## src/rtl/cntr_pkg.sv

```systemverilog
// cntr_pkg: shared types and helpers for the cntr_bank counter block.
//   step_e    - per-channel next-state decision, one value per clock
//   cnt_max() - all-ones value of a counter of the given width
//   CNT_ZERO  - zero value, used by channels for the low limit
package cntr_pkg;

    typedef enum logic [2:0] {
        HOLD    = 3'd0,
        LOAD    = 3'd1,
        INC     = 3'd2,
        DEC     = 3'd3,
        WRAP_HI = 3'd4,
        WRAP_LO = 3'd5,
        SAT     = 3'd6
    } step_e;

    localparam logic [15:0] CNT_ZERO = 16'd0;

    // Upper limit of a width-bit counter (width limited to 16).
    function automatic logic [15:0] cnt_max(input int width);
        return 16'((32'd1 << width) - 32'd1);
    endfunction

endpackage

```

## src/rtl/cntr_chan.sv

```systemverilog
// cntr_chan: one WIDTH-bit up/down counter channel with wrap or saturate mode.
// Ports:
//   clk, rst          - clock and synchronous active-high reset
//   tick              - shared prescaler tick (step permission)
//   en, dir, sat_mode - enable, direction (1 = up), saturate (1) or wrap (0)
//   load, load_val    - synchronous load strobe and value (beats a tick)
//   cnt, tc, sat      - registered count, one-cycle terminal pulse, sticky flag
module cntr_chan
    import cntr_pkg::*;
#(
    parameter int WIDTH = 4
) (
    input  logic             clk,
    input  logic             rst,
    input  logic             tick,
    input  logic             en,
    input  logic             dir,
    input  logic             sat_mode,
    input  logic             load,
    input  logic [WIDTH-1:0] load_val,
    output logic [WIDTH-1:0] cnt,
    output logic             tc,
    output logic             sat
);

    localparam logic [WIDTH-1:0] MAX_C    = WIDTH'(cnt_max(WIDTH));
    localparam logic [WIDTH-1:0] ZERO_C   = WIDTH'(CNT_ZERO);
    localparam logic [WIDTH-1:0] ONE_C    = WIDTH'(1);
    localparam logic [WIDTH-1:0] MAX_M1_C = MAX_C - ONE_C;

    logic [WIDTH-1:0] cnt_r;
    logic             tc_r;
    logic             sat_r;
    step_e            step_s;
    logic [WIDTH-1:0] cnt_nxt_s;
    logic             tc_nxt_s;
    logic             sat_nxt_s;

    // Decide this cycle's action: load beats a tick; dir/sat_mode matter only on a tick.
    always_comb begin
        step_s = HOLD;
        if (load) begin
            step_s = LOAD;
        end else if (tick && en) begin
            if (dir) begin
                if (cnt_r == MAX_C) begin
                    step_s = sat_mode ? SAT : WRAP_HI;
                end else begin
                    step_s = INC;
                end
            end else begin
                if (cnt_r == ZERO_C) begin
                    step_s = sat_mode ? SAT : WRAP_LO;
                end else begin
                    step_s = DEC;
                end
            end
        end else begin
            step_s = HOLD;
        end
    end

    // Next count/flags; tc defaults low so it is only ever a single-cycle pulse.
    always_comb begin
        cnt_nxt_s = cnt_r;
        tc_nxt_s  = 1'b0;
        sat_nxt_s = sat_r;
        case (step_s)
            LOAD: begin
                cnt_nxt_s = load_val;
                sat_nxt_s = 1'b0;
            end
            INC: begin
                cnt_nxt_s = cnt_r + ONE_C;
                // In saturate mode, reaching the limit itself is the terminal event.
                tc_nxt_s  = sat_mode && (cnt_r == MAX_M1_C);
            end
            DEC: begin
                cnt_nxt_s = cnt_r - ONE_C;
                tc_nxt_s  = sat_mode && (cnt_r == ONE_C);
            end
            WRAP_HI: begin
                cnt_nxt_s = ZERO_C;
                tc_nxt_s  = 1'b1;
            end
            WRAP_LO: begin
                cnt_nxt_s = MAX_C;
                tc_nxt_s  = 1'b1;
            end
            SAT: begin
                sat_nxt_s = 1'b1;
            end
            HOLD: begin
                cnt_nxt_s = cnt_r;
            end
            default: begin
                cnt_nxt_s = cnt_r;
                tc_nxt_s  = 1'b0;
                sat_nxt_s = sat_r;
            end
        endcase
    end

    // Channel state registers.
    always_ff @(posedge clk) begin
        if (rst) begin
            cnt_r <= ZERO_C;
            tc_r  <= 1'b0;
            sat_r <= 1'b0;
        end else begin
            cnt_r <= cnt_nxt_s;
            tc_r  <= tc_nxt_s;
            sat_r <= sat_nxt_s;
        end
    end

    assign cnt = cnt_r;
    assign tc  = tc_r;
    assign sat = sat_r;

endmodule

```

## src/rtl/cntr_bank.sv

```systemverilog
// cntr_bank: NCH independent WIDTH-bit counters sharing one programmable prescaler.
// Ports:
//   wb_clk_i, wb_rst_i  - clock, synchronous active-high reset
//   presc_div_i         - common tick every presc_div_i+1 clocks
//   en_i/dir_i/sat_i    - per-channel enable, direction (1 = up), saturate mode
//   load_i, load_val_i  - per-channel load strobe, values packed k*WIDTH +: WIDTH
//   cnt_o               - registered counts, same packing as load_val_i
//   tc_o, sat_o         - per-channel terminal-count pulse and sticky limit flag
module cntr_bank
    import cntr_pkg::*;
#(
    parameter int NCH   = 2,
    parameter int WIDTH = 4,
    parameter int PW    = 8
) (
    input  logic                 wb_clk_i,
    input  logic                 wb_rst_i,
    input  logic [PW-1:0]        presc_div_i,
    input  logic [NCH-1:0]       en_i,
    input  logic [NCH-1:0]       dir_i,
    input  logic [NCH-1:0]       sat_i,
    input  logic [NCH-1:0]       load_i,
    input  logic [NCH*WIDTH-1:0] load_val_i,
    output logic [NCH*WIDTH-1:0] cnt_o,
    output logic [NCH-1:0]       tc_o,
    output logic [NCH-1:0]       sat_o
);

    logic [PW-1:0] pc_r;
    logic          tick_s;

    // Tick on ">=" rather than "==" so lowering the divider below pc ticks at once
    // instead of stalling for a full 2^PW roll-over.
    always_comb begin
        if (pc_r >= presc_div_i) begin
            tick_s = 1'b1;
        end else begin
            tick_s = 1'b0;
        end
    end

    // Shared free-running prescaler counter; never gated by channel enables.
    always_ff @(posedge wb_clk_i) begin
        if (wb_rst_i) begin
            pc_r <= PW'(0);
        end else if (tick_s) begin
            pc_r <= PW'(0);
        end else begin
            pc_r <= pc_r + PW'(1);
        end
    end

    for (genvar k = 0; k < NCH; k++) begin : g_chan
        cntr_chan #(
            .WIDTH(WIDTH)
        ) u_chan (
            .clk      (wb_clk_i),
            .rst      (wb_rst_i),
            .tick     (tick_s),
            .en       (en_i[k]),
            .dir      (dir_i[k]),
            .sat_mode (sat_i[k]),
            .load     (load_i[k]),
            .load_val (load_val_i[k*WIDTH +: WIDTH]),
            .cnt      (cnt_o[k*WIDTH +: WIDTH]),
            .tc       (tc_o[k]),
            .sat      (sat_o[k])
        );
    end

endmodule

```

## config.mk

```make
export PLATFORM = sky130hd
export DESIGN_NAME = cntr_bank
export DESIGN_NICKNAME = d
export VERILOG_FILES = /design/src/rtl/cntr_pkg.sv /design/src/rtl/cntr_chan.sv /design/src/rtl/cntr_bank.sv
export SDC_FILE = /design/constraint.sdc
export NUM_CORES = 1
export LEC_CHECK = 0
export ABC_AREA = 1
export CORE_UTILIZATION = 45
export CTS_CLUSTER_DIAMETER = 50
export CTS_CLUSTER_SIZE = 12
export DETAILED_ROUTE_END_ITERATION = 8
export PLACE_DENSITY = 0.72
export SLEW_MARGIN = 40
export SYNTH_ARGS = -nofsm -noshare
export SYNTH_HDL_FRONTEND = slang
export SYNTH_SLANG_ARGS = --single-unit
```

## constraint.sdc

```tcl
create_clock -name wb_clk_i -period 2.12 [get_ports wb_clk_i]
set_input_delay 0.424 -clock wb_clk_i [delete_from_list [all_inputs] [get_ports wb_clk_i]]
set_output_delay 0.424 -clock wb_clk_i [all_outputs]
set_load 0.01 [all_outputs]
```

======== Word-level counts from Yosys, hierarchy flattened ========
Index checks and enable logic that the tools add are counted.
storage, ports and cells
  ROM bits ................................ 0
  bits in registers ....................... 20
  memories kept ........................... 0
  latch bits .............................. 0
  bits in writable memories ............... 0
  bits of input ports ..................... 26
operators by class
  multipliers ............................. 0
  reductions and logical operators ........ 15
  multiplexer cells ....................... 21
  equality and inequality tests ........... 18
  shifts and indexed selects .............. 0
  $lt $le $gt $ge ......................... 1
  bitwise gates (word level) .............. 0
  $add $sub $neg .......................... 5
  div/mod/pow operators ................... 0
operators by type and width
  operator                                                            number
  4-bit case mux with 5 select lines                                  2
  3-bit 2-to-1 mux                                                    10
  3-bit == test, second input constant                                6
  4-bit == test, second input constant                                4
  3-bit by 2-bit == test with 1-bit output, second input constant     4
  5-bit nonzero test                                                  2
  4-bit by 1-bit adder with 4-bit output, second input constant       2
  8-bit by 1-bit adder with 8-bit output, second input constant       1
  4-bit by 1-bit == test with 1-bit output, second input constant     2
  8-bit >= comparator                                                 1
  4-bit logical NOT                                                   2
  2-bit 2-to-1 mux                                                    4
  4-bit by 1-bit subtractor with 4-bit output, second input constant  2
  3-bit by 1-bit == test with 1-bit output, second input constant     2
  1-bit logical AND                                                   6
  1-bit case mux with 3 select lines                                  2
  2-bit OR reduction                                                  3
  1-bit case mux with 2 select lines                                  2
  2-bit nonzero test                                                  2
  1-bit 2-to-1 mux                                                    1

======== Depth between registers and ports, before layout ========
Gate-level depths: netlist of run 1.
  word-level depth ........................ 8
  depth in mapped cells ................... 17

======== By module ========
A second synthesis of run 1 with hierarchy kept.
unflattened totals
  cell total of the unflattened synthesis .. 265
  area total of the unflattened synthesis .. 1888.1 sq um
by module, submodules not included
  module     times used  area an instance (sq um)  cells each
  cntr_chan  2           660.6                     95
  cntr_bank  1           566.8                     75

======== Worst setup path before layout of run 1 ========
Ideal clock, no wire load.
  path kind ............................... in2reg
  start ................................... in presc_div_i[7]
  end ..................................... reg g_chan[1].u_chan.cnt_r[0]
  data required time ...................... 2.003 ns
  slack ................................... 0.205 ns
  path buffers ............................ 0
  stages .................................. 11
  arrival ................................. 1.798 ns
  cell sequence ........................... inv_1 > ha_1 > a21o_1 > nor2_4 > nand3_4 > nand3_1 > nand2_2 > nand2_1 > nand3_4 > o21ai_0 > nor2_1
on the way
  longest elaborated chain between the ends .. 7
  elaborated cells between the ends (all ways) .. 12
  those cells by class .................... 1 x order compare; 5 x eq/ne; 4 x mux; 2 x reduce/logical
RTL lines
  element                                                                          RTL line          source
  start, declared                                                                  cntr_bank.sv:18   input logic [PW-1:0] presc_div_i,
  8-bit >= comparator (*)                                                          cntr_bank.sv:35   if (pc_r >= presc_div_i) begin
  1-bit 2-to-1 mux (*)                                                             cntr_bank.sv:35
  1-bit logical AND (*)                                                            cntr_chan.sv:44   end else if (tick && en) begin
  3-bit 2-to-1 mux (*)                                                             cntr_chan.sv:44
  3-bit 2-to-1 mux (*)                                                             cntr_chan.sv:42   if (load) begin
  3-bit == test, or another cell as far along                                      cntr_chan.sv:68   case (step_s)
  4-bit case mux with 5 select lines / 5-bit nonzero test (equally long branches)  n/a
  end signal, assigned                                                             cntr_chan.sv:111  cnt_r <= cnt_nxt_s;
  end, declared                                                                    cntr_chan.sv:31   logic [WIDTH-1:0] cnt_r;
Mark *: on every way between the ends. The rest lies on a longest branch, timed or not.
A chain may end at the register's enable or synchronous reset.

======== Final worst setup path of run 1 ========
  start ................................... in presc_div_i[2]
  end ..................................... reg g_chan[0].u_chan.cnt_r[0]
on the way
  longest elaborated chain between the ends .. 7
  elaborated cells between the ends (all ways) .. 12
  those cells by class .................... 1 x order compare; 5 x eq/ne; 4 x mux; 2 x reduce/logical
RTL lines
  element                                                                          RTL line
  8-bit >= comparator (*)                                                          cntr_bank.sv:35
  1-bit 2-to-1 mux (*)                                                             cntr_bank.sv:35
  1-bit logical AND (*)                                                            cntr_chan.sv:44
  3-bit 2-to-1 mux (*)                                                             cntr_chan.sv:44
  3-bit 2-to-1 mux (*)                                                             cntr_chan.sv:42
  3-bit == test, or another cell as far along                                      cntr_chan.sv:68
  4-bit case mux with 5 select lines / 5-bit nonzero test (equally long branches)  n/a
  end signal, assigned                                                             cntr_chan.sv:111
  end, declared                                                                    cntr_chan.sv:31
Marked as above.

==> metrics.md, run 1 <==
| Metric | Value |
|---|---|
| FILL cells | roughly 350 |
| Commonest non-fill, non-tap cell in the layout | clkdlybuf4s50_1 |
| Setup CP Type | in -> reg |
| Via Count | approximately 1700 |
| Placed inst area | 0.00229 mm² |
| Pins Over Slew Limit | 0 |
| Flops & latches, synth | 20 |
| Largest vdd supply drop | ~0.27 mV |
| Post-route cell area | roughly 0.0025 mm² |
| Clock power share | 29.6% |
| Worst hold path class | reg -> reg |
| GR Overflow Total | 0 |
| Max Root-Sink Buffers | 2 |
| Clock latency at the later pin of the worst-skew pair | about 0.26 ns |
| Status | finished, final reports clean |
| Min-Delay Startpoint | pc_r[0] |
| Top-area cell type share of the netlist area | 22.1% |
| Initial antenna violation count | 0 |
| Setup violations, final | 0 |
| Pint | roughly 0.71 mW |
| First-pass GRT wire length | slightly above 7 mm |
| Remaining routing DRC violations | 0 |
| Worst-margin pin slew | between 0.3 and 0.4 ns |
| Fmax | slightly above 500 MHz |
| CTS root buf | clkbuf_8 |
| Syn Nets | ~300 |
| Mapped Cells | 251 |
| Comb pwr share | between 20% and 30% |
| Sequential Power Share | between 40 and 50% |
| Die H | 65.5 µm |
| Register area share after synthesis | roughly 22% |
| Sw frac | between 30% and 40% |
| Antenna fix cells | 0 |
| CTS tree | built |
| Die Width | ~65 µm |
| Sink Count | 20 |
| CTS Buf Count | 3 |
| DP HPWL | between 3 and 4 mm |
| RSZ-0062 raised after global routing | true |
| I/O pins | 38 |
| WP data required | ~2.3 ns |
| Ys Warns | 0 |
| Relative slew slack | 73.9% |
| Routed wire length per instance | about 12 µm |
| Fin crit period | 1.97 ns |
| Synthesized area | 0.00181 mm² |
| Fin crit share | 92.7% |
| Hold Vio Cnt, Final | 0 |
| P&R area growth vs syn | 37.6% |
| Power Density | approximately 410 mW/mm² |
| DRT iter0 DRCs | 76 |
| Largest fanout on the critical path | 8 |
| Vias in the first global route | about 1700 |
| Post-route ant nets | 0 |
| Mean post-synth cell area | between 7 and 8 µm² |
| Skew final | between 0.0009 and 0.001 ns |
| CORE AREA | 0.00377 mm² |
| Pre-antenna DRT Iters | 4 |
| Share of cells above drive strength 1 | 27.8% |
| Initial Utilization | between 40% and 50% |
| Nets | about 350 |
| Max cap viols | 0 |
| Pin count of the biggest net entering global routing | 12 |
| RR Startpoint | pc_r[4] |
| Most frequent cells in the layout | clkdlybuf4s50_1, nand2_1, nand3_1 |
| Switching Power | about 0.31 mW |
| Leak | around 1.1 nW |
| WL final | roughly 4.1 mm |
| Start point of the critical path | presc_div_i[2] |
| All-Layer GR Usage | 21.2% |
| Die area | 0.00429 mm² |
| CTS H-Tree Depth | 1 |
| CP startpoint kind | primary input |
| Row count | 22 |
| PortBufs | 37 |
| Pwr Total | approximately 1.0 mW |
| Crit path DAT | about 2.2 ns |
| Count of different cell masters after synthesis | 35 |
| Drt via density | approximately 5.0 |
| Post-synth top area cell | dfxtp_1 |
| RePlAce Congestion | 0.899 |
| Synth area leaders | dfxtp_1, ha_1, nand3_1 |
| Clock slew at reported path FFs | 0.08 ns |
| CP endpoint kind | flip-flop |
-- path summary, 6_finish.rpt --
path / end / slack (ns) / depth (start not counted)
setup reg to reg: g_chan[0].u_chan.cnt[0] / 0.18 / 13
hold reg to reg: pc_r[0] / 0.47 / 1
hold / removal: pc_r[0] / 0.47 / 1
setup / recovery: g_chan[0].u_chan.cnt[0] / 0.15 / 17
-- cell families (layout without fill, tap and decap cells) --
kind of cell               after synthesis  count (layout)  synth area share (%)
AOI/OAI and AO/OA                       34              34                  11.0
xor gates and xnor gates                 9               9                  4.35
adders and majority gates               19              19                  13.1
buffers and inverters                   44              95                  11.0
DFF                                     20              20                  22.1
and+or+nand+nor                        125             125                  38.4
-- sequential cells by signal, summed over array words and instances, names as in the netlist --
signal and cells:
g_chan.u_chan.sat 2, pc_r 8, g_chan.u_chan.cnt 8, g_chan.u_chan.tc 2
-- per-stage QoR --
stage	TNS, ns	std cells	hold WS (ns)	worst slack, ns	utilization [%]
after floorplan	0	251	0.430	0.205	-
after global placement	-3.88	343	0.452	-0.361	60.7
after detailed placement	-4.33	343	0.454	-0.415	60.7
after CTS	0	349	0.473	0.0642	65.6
after global routing	-0.0103	350	0.510	-0.0103	66.2
final	0	350	0.465	0.155	66.2
-- final cells by class --
class | instances | area, µm² | area share, %
Sequential cell | 20 | 405 | 16.2
Timing Repair Buffer | 54 | 492 | 19.7
Multi-Input combinational cell | 187 | 1340 | 53.7
Tap cell | 48 | 60.1 | 2.41
Inverter | 37 | 143 | 5.71
Clock buffer | 4 | 55.1 | 2.21
-- cells in the mapped netlist, drive strengths merged --
cell,number
nor3,2
ha,19
nor2,31
or2,2
dfxtp,20
o2111ai,1
a211o,1
a22oi,1
a21oi,14
xnor2,1
o211ai,1
and3,1
buf,7
o21ai,15
clkinv,1
a21o,1
inv,36
nand3b,2
nand4,6
nand2,42
nand3,37
nor3b,2
xor2,8
-- power groups by stage --
stage                     combinational (mW)  clock [mW]  sequential [mW]
after floorplan                        0.165           0            0.425
after global placement                 0.275           0            0.430
after detailed placement               0.281           0            0.430
after CTS                              0.294       0.311            0.423
after global routing                   0.329       0.331            0.428
final                                  0.294       0.302            0.424
-- per-layer routing --
metal	routed length, µm	vias to the layer above	GRT usage (%)
li1	-	925	-
met1	1880	773	26.3
met3	152	4	2.78
met4	43	0	6.52
met2	2010	38	37.6
met5	0	-	0
-- critical path, stage by stage --
cell and delay [ns]:
dlygate4sd2_1 0.19, inv_1 0.04, ha_1 0.27, nand2_1 0.05, inv_2 0.07, nand2_1 0.05
nand2_1 0.06, nand2_2 0.07, nand3_4 0.17, nand3_4 0.12, nor2_8 0.16, inv_4 0.06
nand2_2 0.05, nand2_2 0.08, inv_2 0.09, nand2_2 0.05, a21oi_2 0.14
-- timing repair --
action,CTS,global route
endpoints found under the setup margin,11,10
resized for setup,38,7
setup buffers,2,1
hold buffers,0,0
pin swaps,21,8
(Power assumes the default switching activity.)
==> run 2: changes to the inputs <==
--- a/config.mk
+++ b/config.mk
@@ -5,12 +5,12 @@
 export SDC_FILE = /design/constraint.sdc
 export NUM_CORES = 1
 export LEC_CHECK = 0
-export ABC_AREA = 1
+export CORE_ASPECT_RATIO = 2
 export CORE_UTILIZATION = 45
 export CTS_CLUSTER_DIAMETER = 50
 export CTS_CLUSTER_SIZE = 12
 export DETAILED_ROUTE_END_ITERATION = 8
-export PLACE_DENSITY = 0.72
+export PLACE_DENSITY = 0.73
 export SLEW_MARGIN = 40
 export SYNTH_ARGS = -nofsm -noshare
 export SYNTH_HDL_FRONTEND = slang
==> run 2 against run 1 <==
Net effect: power is 9.9% higher; register-to-register slack worse by 0.08 ns; routed wire length up 4.1%; combinational power is 13% higher; critical path type unchanged; largest cell class unchanged; largest power group unchanged.
==> metrics.md, run 2 <==
| Metric | Value |
|---|---|
| Status | finished, final reports clean |
| CTS tree | built |
| Die area | 0.00390 mm² (-9.0%) |
| Power Density | 471 mW/mm² (+15%) |
| Nets | 307 (-12%) |
| Mean post-synth cell area | 8.15 µm² (+13%) |
| Sw frac | 26.4% (-4.4 points) |
| Clock slew at reported path FFs | 0.08 ns (about the same) |
| Leak | 1.01 nW (-8.9%) |
| Fin crit period | 2.05 ns (+0.0850 ns) |
| Pint | 0.825 mW (+17%) |
| Crit path DAT | 2.20 ns (+0.04 ns) |
| Top-area cell type share of the netlist area | 24.4% (+2.4 points) |
| Worst-margin pin slew | 0.463 ns (+0.0722 ns) |
| Fmax | 488 MHz (-4.1%) |
| FILL cells | 303 (-14%) |
| Synth area leaders | dfxtp_1, ha_1, nor2_1 |
| Final Non-Filler Cells | 309 (-12%) |
| Register area share after synthesis | 24.4% (+2.4 points) |
| Setup violations, final | 0 (unchanged) |
| Sequential Power Share | 37.3% (-4.2 points) |
| Remaining routing DRC violations | 0 (unchanged) |
| CP max-delay cell | o311ai_4 |
| Placed Cells | 305 (-11%) |
| Drt via density | 5.57 (+12%) |
| Dominant synthesized flop cell | dfxtp_1 |
| Relative slew slack | 68.8% (-5.1 points) |
| Row count | 30 (+36%) |
| Largest fanout on the critical path | 6 (-2) |
| Clock latency at the later pin of the worst-skew pair | 0.25 ns (about the same) |
| RSZ-0062 raised after global routing | true |
| Ys Warns | 0 (unchanged) |
| Max cap viols | 0 (unchanged) |
| Antenna fix cells | 0 (unchanged) |
| Via Count | 1722 (-1.0%) |
| CTS root buf | clkbuf_8 |
| Flops & latches, synth | 20 (unchanged) |
| Fin crit share | 96.7% (+4.0 points) |
| Slowest stage delay, CP | 0.41 ns (+0.14 ns) |
| Setup CP Type | in -> reg |
| Post-CTS Hold Buffers | 0 (unchanged) |
| Post-synth top area cell | dfxtp_1 |
| Top post-synthesis cells by count | nor2_1, dfxtp_1, ha_1 |
| Hold Vio Cnt, Final | 0 (unchanged) |
| Syn Nets | 246 (-17%) |
| Post-synth ARST share | 0% (unchanged) |
| Vias in the first global route | 1741 (+5.5%) |
| Initial antenna violation count | 0 (unchanged) |
| WP data required | 2.27 ns (-0.04 ns) |
| Clock power share | 33.1% (+3.5 points) |
| Die Width | 44.7 µm (-32%) |
| Pins Over Slew Limit | 0 (unchanged) |
| Die H | 87.4 µm (+33%) |
| Sink Count | 20 (unchanged) |
| P&R area growth vs syn | 45.0% |
| GR Overflow Total | 0 (unchanged) |
| PortBufs | 37 (unchanged) |
| Largest vdd supply drop | 0.309 mV (+15%) |
| Final setup TNS | 0 ns (unchanged) |
| Crit-path cells | dlygate4sd2_1, inv_1, ha_1, o21a_1, nor2_2, o311ai_4, nand3_2, or3_1, o211a_1 |
| Commonest non-fill, non-tap cell in the layout | buf_4 |
| Pwr Total | 1.12 mW (+9.9%) |
| DP HPWL | 3.45 mm (+6.7%) |
| Mapped Cells | 201 (-20%) |
| CP endpoint kind | flip-flop |
| Post-route ant nets | 0 (unchanged) |
| RePlAce Congestion | 0.886 (-1.4%) |
| Pre-antenna DRT Iters | 4 (unchanged) |
| Count of different cell masters after synthesis | 52 (+49%) |
| Number of synthesized flops with an enable pin | 0 (unchanged) |
| Max Root-Sink Buffers | 2 (unchanged) |
| CP startpoint kind | primary input |
| Most frequent cells in the layout | buf_4, clkdlybuf4s50_1, nor2_1 |
| Post-CTS setup buffers | 0 (-2) |
| Switching Power | 0.296 mW (-5.9%) |
| Share of cells above drive strength 1 | 27.2% (-0.61 points) |
| CTS Buf Count | 3 (unchanged) |
| First-pass GRT wire length | 7.13 mm (about the same) |
| Worst hold path class | reg -> reg |
| Skew final | 0.00719 ns (+0.00627 ns) |
| CTS H-Tree Depth | 1 (unchanged) |
| Placed inst area | 0.00225 mm² (-1.9%) |
| DRT iter0 DRCs | 23 (-70%) |
| Routed wire length per instance | 13.8 µm (+18%) |
| Initial Utilization | 48.0% (-0.12 points) |
| CORE AREA | 0.00342 mm² (-9.4%) |
| I/O pins | 38 (unchanged) |
| Pin count of the biggest net entering global routing | 15 (+3) |
| Most common cell in the netlist | nor2_1 |
| Comb pwr share | 29.6% (+0.8 points) |
| Post-route cell area | 0.00238 mm² (-4.8%) |
| Synthesized area | 0.00164 mm² (-9.7%) |
| Hold Slack | 0.503 ns (+0.0382 ns) |
| WL final | 4.26 mm (+4.1%) |
| All-Layer GR Usage | 24.0% (+2.9 points) |
==> run 2: critical path, delay by kind of cell <==
family,cells,cell delay (ns)
compound gates,3,0.67
simple gates,3,0.61
fa+ha+maj,1,0.26
buf+inv,2,0.23
==> run 2: final timing paths <==
path	cells past startpoint	startpoint	slack [ns]	end
setup / recovery	9	presc_div_i[3]	0.07	g_chan[1].u_chan.cnt[2]
hold / removal	2	pc_r[0]	0.50	pc_r[0]
setup reg to reg	8	pc_r[0]	0.10	g_chan[0].u_chan.cnt[3]
hold reg to reg	2	pc_r[0]	0.50	pc_r[0]
==> run 2: area by class of cell <==
cell class | instances | area, µm² | area share, %
clock buffer | 3 | 41.3 | 1.74
sequential | 20 | 409 | 17.2
timing repair buffer | 70 | 593 | 24.9
clock inverter | 1 | 30.0 | 1.26
tap | 48 | 60.1 | 2.53
multi-input combinational | 149 | 1180 | 49.5
inverter | 18 | 67.6 | 2.84
==> run 2: metal layers <==
layer	track usage [%]	up-vias	share of wire [%]
li1	-	852	-
met3	2.90	14	2.8
met5	0	-	0
met4	12.4	0	2.4
met2	46.5	40	60
met1	23.0	816	35
==> run 2: timing repair <==
item                                    in CTS  in global routing
endpoints found under the setup margin      17                  8
resized for setup                           18                 18
pin swaps                                   16                  9
==> run 2: power by group through the flow <==
| stage | registers, mW | clock network, mW | logic [mW] |
|---|---|---|---|
| after floorplan | 0.422 | 0 | 0.166 |
| after global placement | 0.424 | 0 | 0.318 |
| after detailed placement | 0.423 | 0 | 0.323 |
| after CTS | 0.416 | 0.382 | 0.328 |
| after global routing | 0.421 | 0.407 | 0.365 |
| final | 0.418 | 0.371 | 0.332 |
==> run 2: through the flow <==
stage / worst slack, ns / utilization, %
after global routing: -0.0169 / 69.6
after global placement: -0.479 / 65.8
after CTS: 0.0232 / 69.3
final: 0.0698 / 69.6
after detailed placement: -0.523 / 65.8
after floorplan: 0.0175 / -
==> run 2: cells by family (layout without fill, tap and decap cells) <==
kind of cell    count (synthesis)  in the layout  synth area share, %
simple gates                   71             71                 21.5
compound gates                 50             50                 25.8
buf+inv                        32             92                 8.70
flops                          20             20                 24.4
fa+ha+maj                      19             19                 14.5
xor+xnor                        6              6                 3.21
mux                             3              3                 1.91
==> RTL edit (config.mk and constraints of run 2) <==
Set the parameter `NCH` to 4 (it was 2).
--- a/src/rtl/cntr_bank.sv
+++ b/src/rtl/cntr_bank.sv
@@ -9,7 +9,7 @@
 module cntr_bank
     import cntr_pkg::*;
 #(
-    parameter int NCH   = 2,
+    parameter int NCH   = 4,
     parameter int WIDTH = 4,
     parameter int PW    = 8
 ) (
Ports: changed (8 resized); port bits go from 38 to 66. No check against the original RTL was run, so the function may have changed too.
==> RTL edit against run 2 <==
- total power up 83%
- synthesized area up 62%
- critical endpoint unchanged
- largest power group is now the clock network
- sequential cell count up 12
- setup slack worse by 19 ps
- final area up 71%
- routed wire length up 88%
- highest routed layer unchanged
- clock skew down 2.2 ps
- first-iteration DRC count rose to 3.9 times the old value
==> RTL edit: results (changes against run 2) <==
Synth cell types - 56 (+7.7%)
Cells after DPL - 489 (+60%)
DR WL met3 - 247 µm (+100%)
Worst clock skew - 5.03 ps (-2.16 ps)
Final net count - 510 (+66%)
Clk pin slew, worst setup/hold paths - 50 ps (-30 ps)
Largest net degree at the start of global routing - 12 (-3)
Status - finished clean
DR vias/cell - 5.87 (+5.3%)
Peak supply drop - 0.000646 V (+110%)
Async SR Flop Fraction - 0% (unchanged)
Metal2 WL - 4510 µm (+77%)
Met2 GRT Util - 51.0% (+4.4 points)
H-tree Lvls - 2 (+1)
Share of layout cells above drive strength 1 - 26.4% (-0.78 points)
Initial drt markers - 90 (+290%)
Sequential cell area fraction in the yosys report - 24.2% (-0.27 points)
Area contributors post-synth - dfxtp_1, ha_1, inv_1
GR met1 Demand/Resource - 26.3% (+3.3 points)
Vias in the first global route - 3017 (+73%)
Hold Slack - 518 ps (+14.2 ps)
Total number of vias - 2933 (+70%)
NetSw - 0.000600 W (+100%)
Synthesized area per cell - 7.94 µm² (-2.7%)
Dpl ws - -645 ps (-121 ps)
First-pass GRT wire length - 13500 µm (+89%)
Mux cell area share after synthesis - 1.89% (-0.021 points)
R2r setup slk - 70 ps (-30 ps)
Clock power frac - 36.7% (+3.6 points)
Wire length on met1 - 2940 µm (+98%)
Tot GR Track Use - 26.7% (+2.6 points)
Root Driver - clkbuf_16
Port-buffer cells - 65 (+76%)
Cell with the most instances after synthesis - dfxtp_1
Final Wtd Congestion - 0.946 (+6.8%)
XOR/XNOR share of the synthesized area - 3.30% (+0.097 points)
P_leak - 1.74 nW (+72%)
CORE AREA - 0.00571 mm² (+67%)
Crit path DAT - 2250 ps (+50 ps)
Syn nets - 405 (+65%)
Reg-to-Reg Start - pc_r[6]$_SDFF_PP0_
Num CTS Buffers - 5 (+2)
CP max FO - 5 (-1)
M3 GR Usage - 4.10% (+1.2 points)
Final WL - 8010 µm (+88%)
Post-synth top cells - dfxtp_1, inv_1, ha_1
Combinational logic power - 0.000628 W (+89%)
HPWL after detailed placement - 6080 µm (+76%)
Adder-Cell Fraction of Synth Area - 13.7% (-0.82 points)
[RTL edit: cell types whose count changed in the layout (fill, tap and decap cells not counted), sizes merged, moves of 12 or more]
cell,delta
nor3,+14
dfxtp,+12
inv,+12
a31oi,+13
buf,+26
clkdlybuf4s50,+28
[RTL edit: critical path, stage by stage]
cell and delay [ps]:
dlygate4sd2_1 240, inv_2 60, ha_4 190, and3_4 170
a221oi_4 350, o21ai_4 160, buf_6 160, a31oi_4 190
a211oi_1 70, nor3_1 230
[RTL edit: through the flow]
step                      power (W)  cell area (µm²)  utilization, %
final                       0.00205             4060            71.1
after global routing        0.00214             4060            71.1
after CTS                   0.00204             4000            70.0
after detailed placement    0.00125             3650            64.0
after global placement      0.00124             3650            64.0
after floorplan            0.000958             2650               -
[RTL edit: path summary, 6_finish.rpt]
path / end
worst min-delay path: pc_r[0]$_SDFF_PP0_
worst max register to register: g_chan[1].u_chan.cnt[2]$_SDFFE_PP0P_
worst max-delay path: g_chan[1].u_chan.cnt[2]$_SDFFE_PP0P_
worst min register to register: pc_r[0]$_SDFF_PP0_
[RTL edit: final cells by class]
type / instances / area (µm²)
clock buffers: 7 / 153
fillers: 452 / 1650
inverters: 30 / 113
multi-input cells: 246 / 1980
flip-flops and latches: 32 / 649
well taps: 61 / 76.3
repair buffers: 124 / 1090
[RTL edit: cells by family after synthesis]
| kind of cell | after synthesis |
|---|---|
| adder cells (fa/ha/maj) | 29 |
| flip-flops | 32 |
| buffers and inverters | 57 |
| AND/OR/NAND/NOR | 112 |
| XOR/XNOR | 10 |
| multiplexers | 5 |
| AO/OA/AOI/OAI | 89 |
[RTL edit: repair_timing]
action | CTS | global route
pin swaps | 21 | 17
cloned | 1 | 0
setup endpoints to repair | 31 | 12
hold buffers | 0 | 0
resized for setup | 38 | 22
buffers inserted | 1 | 2
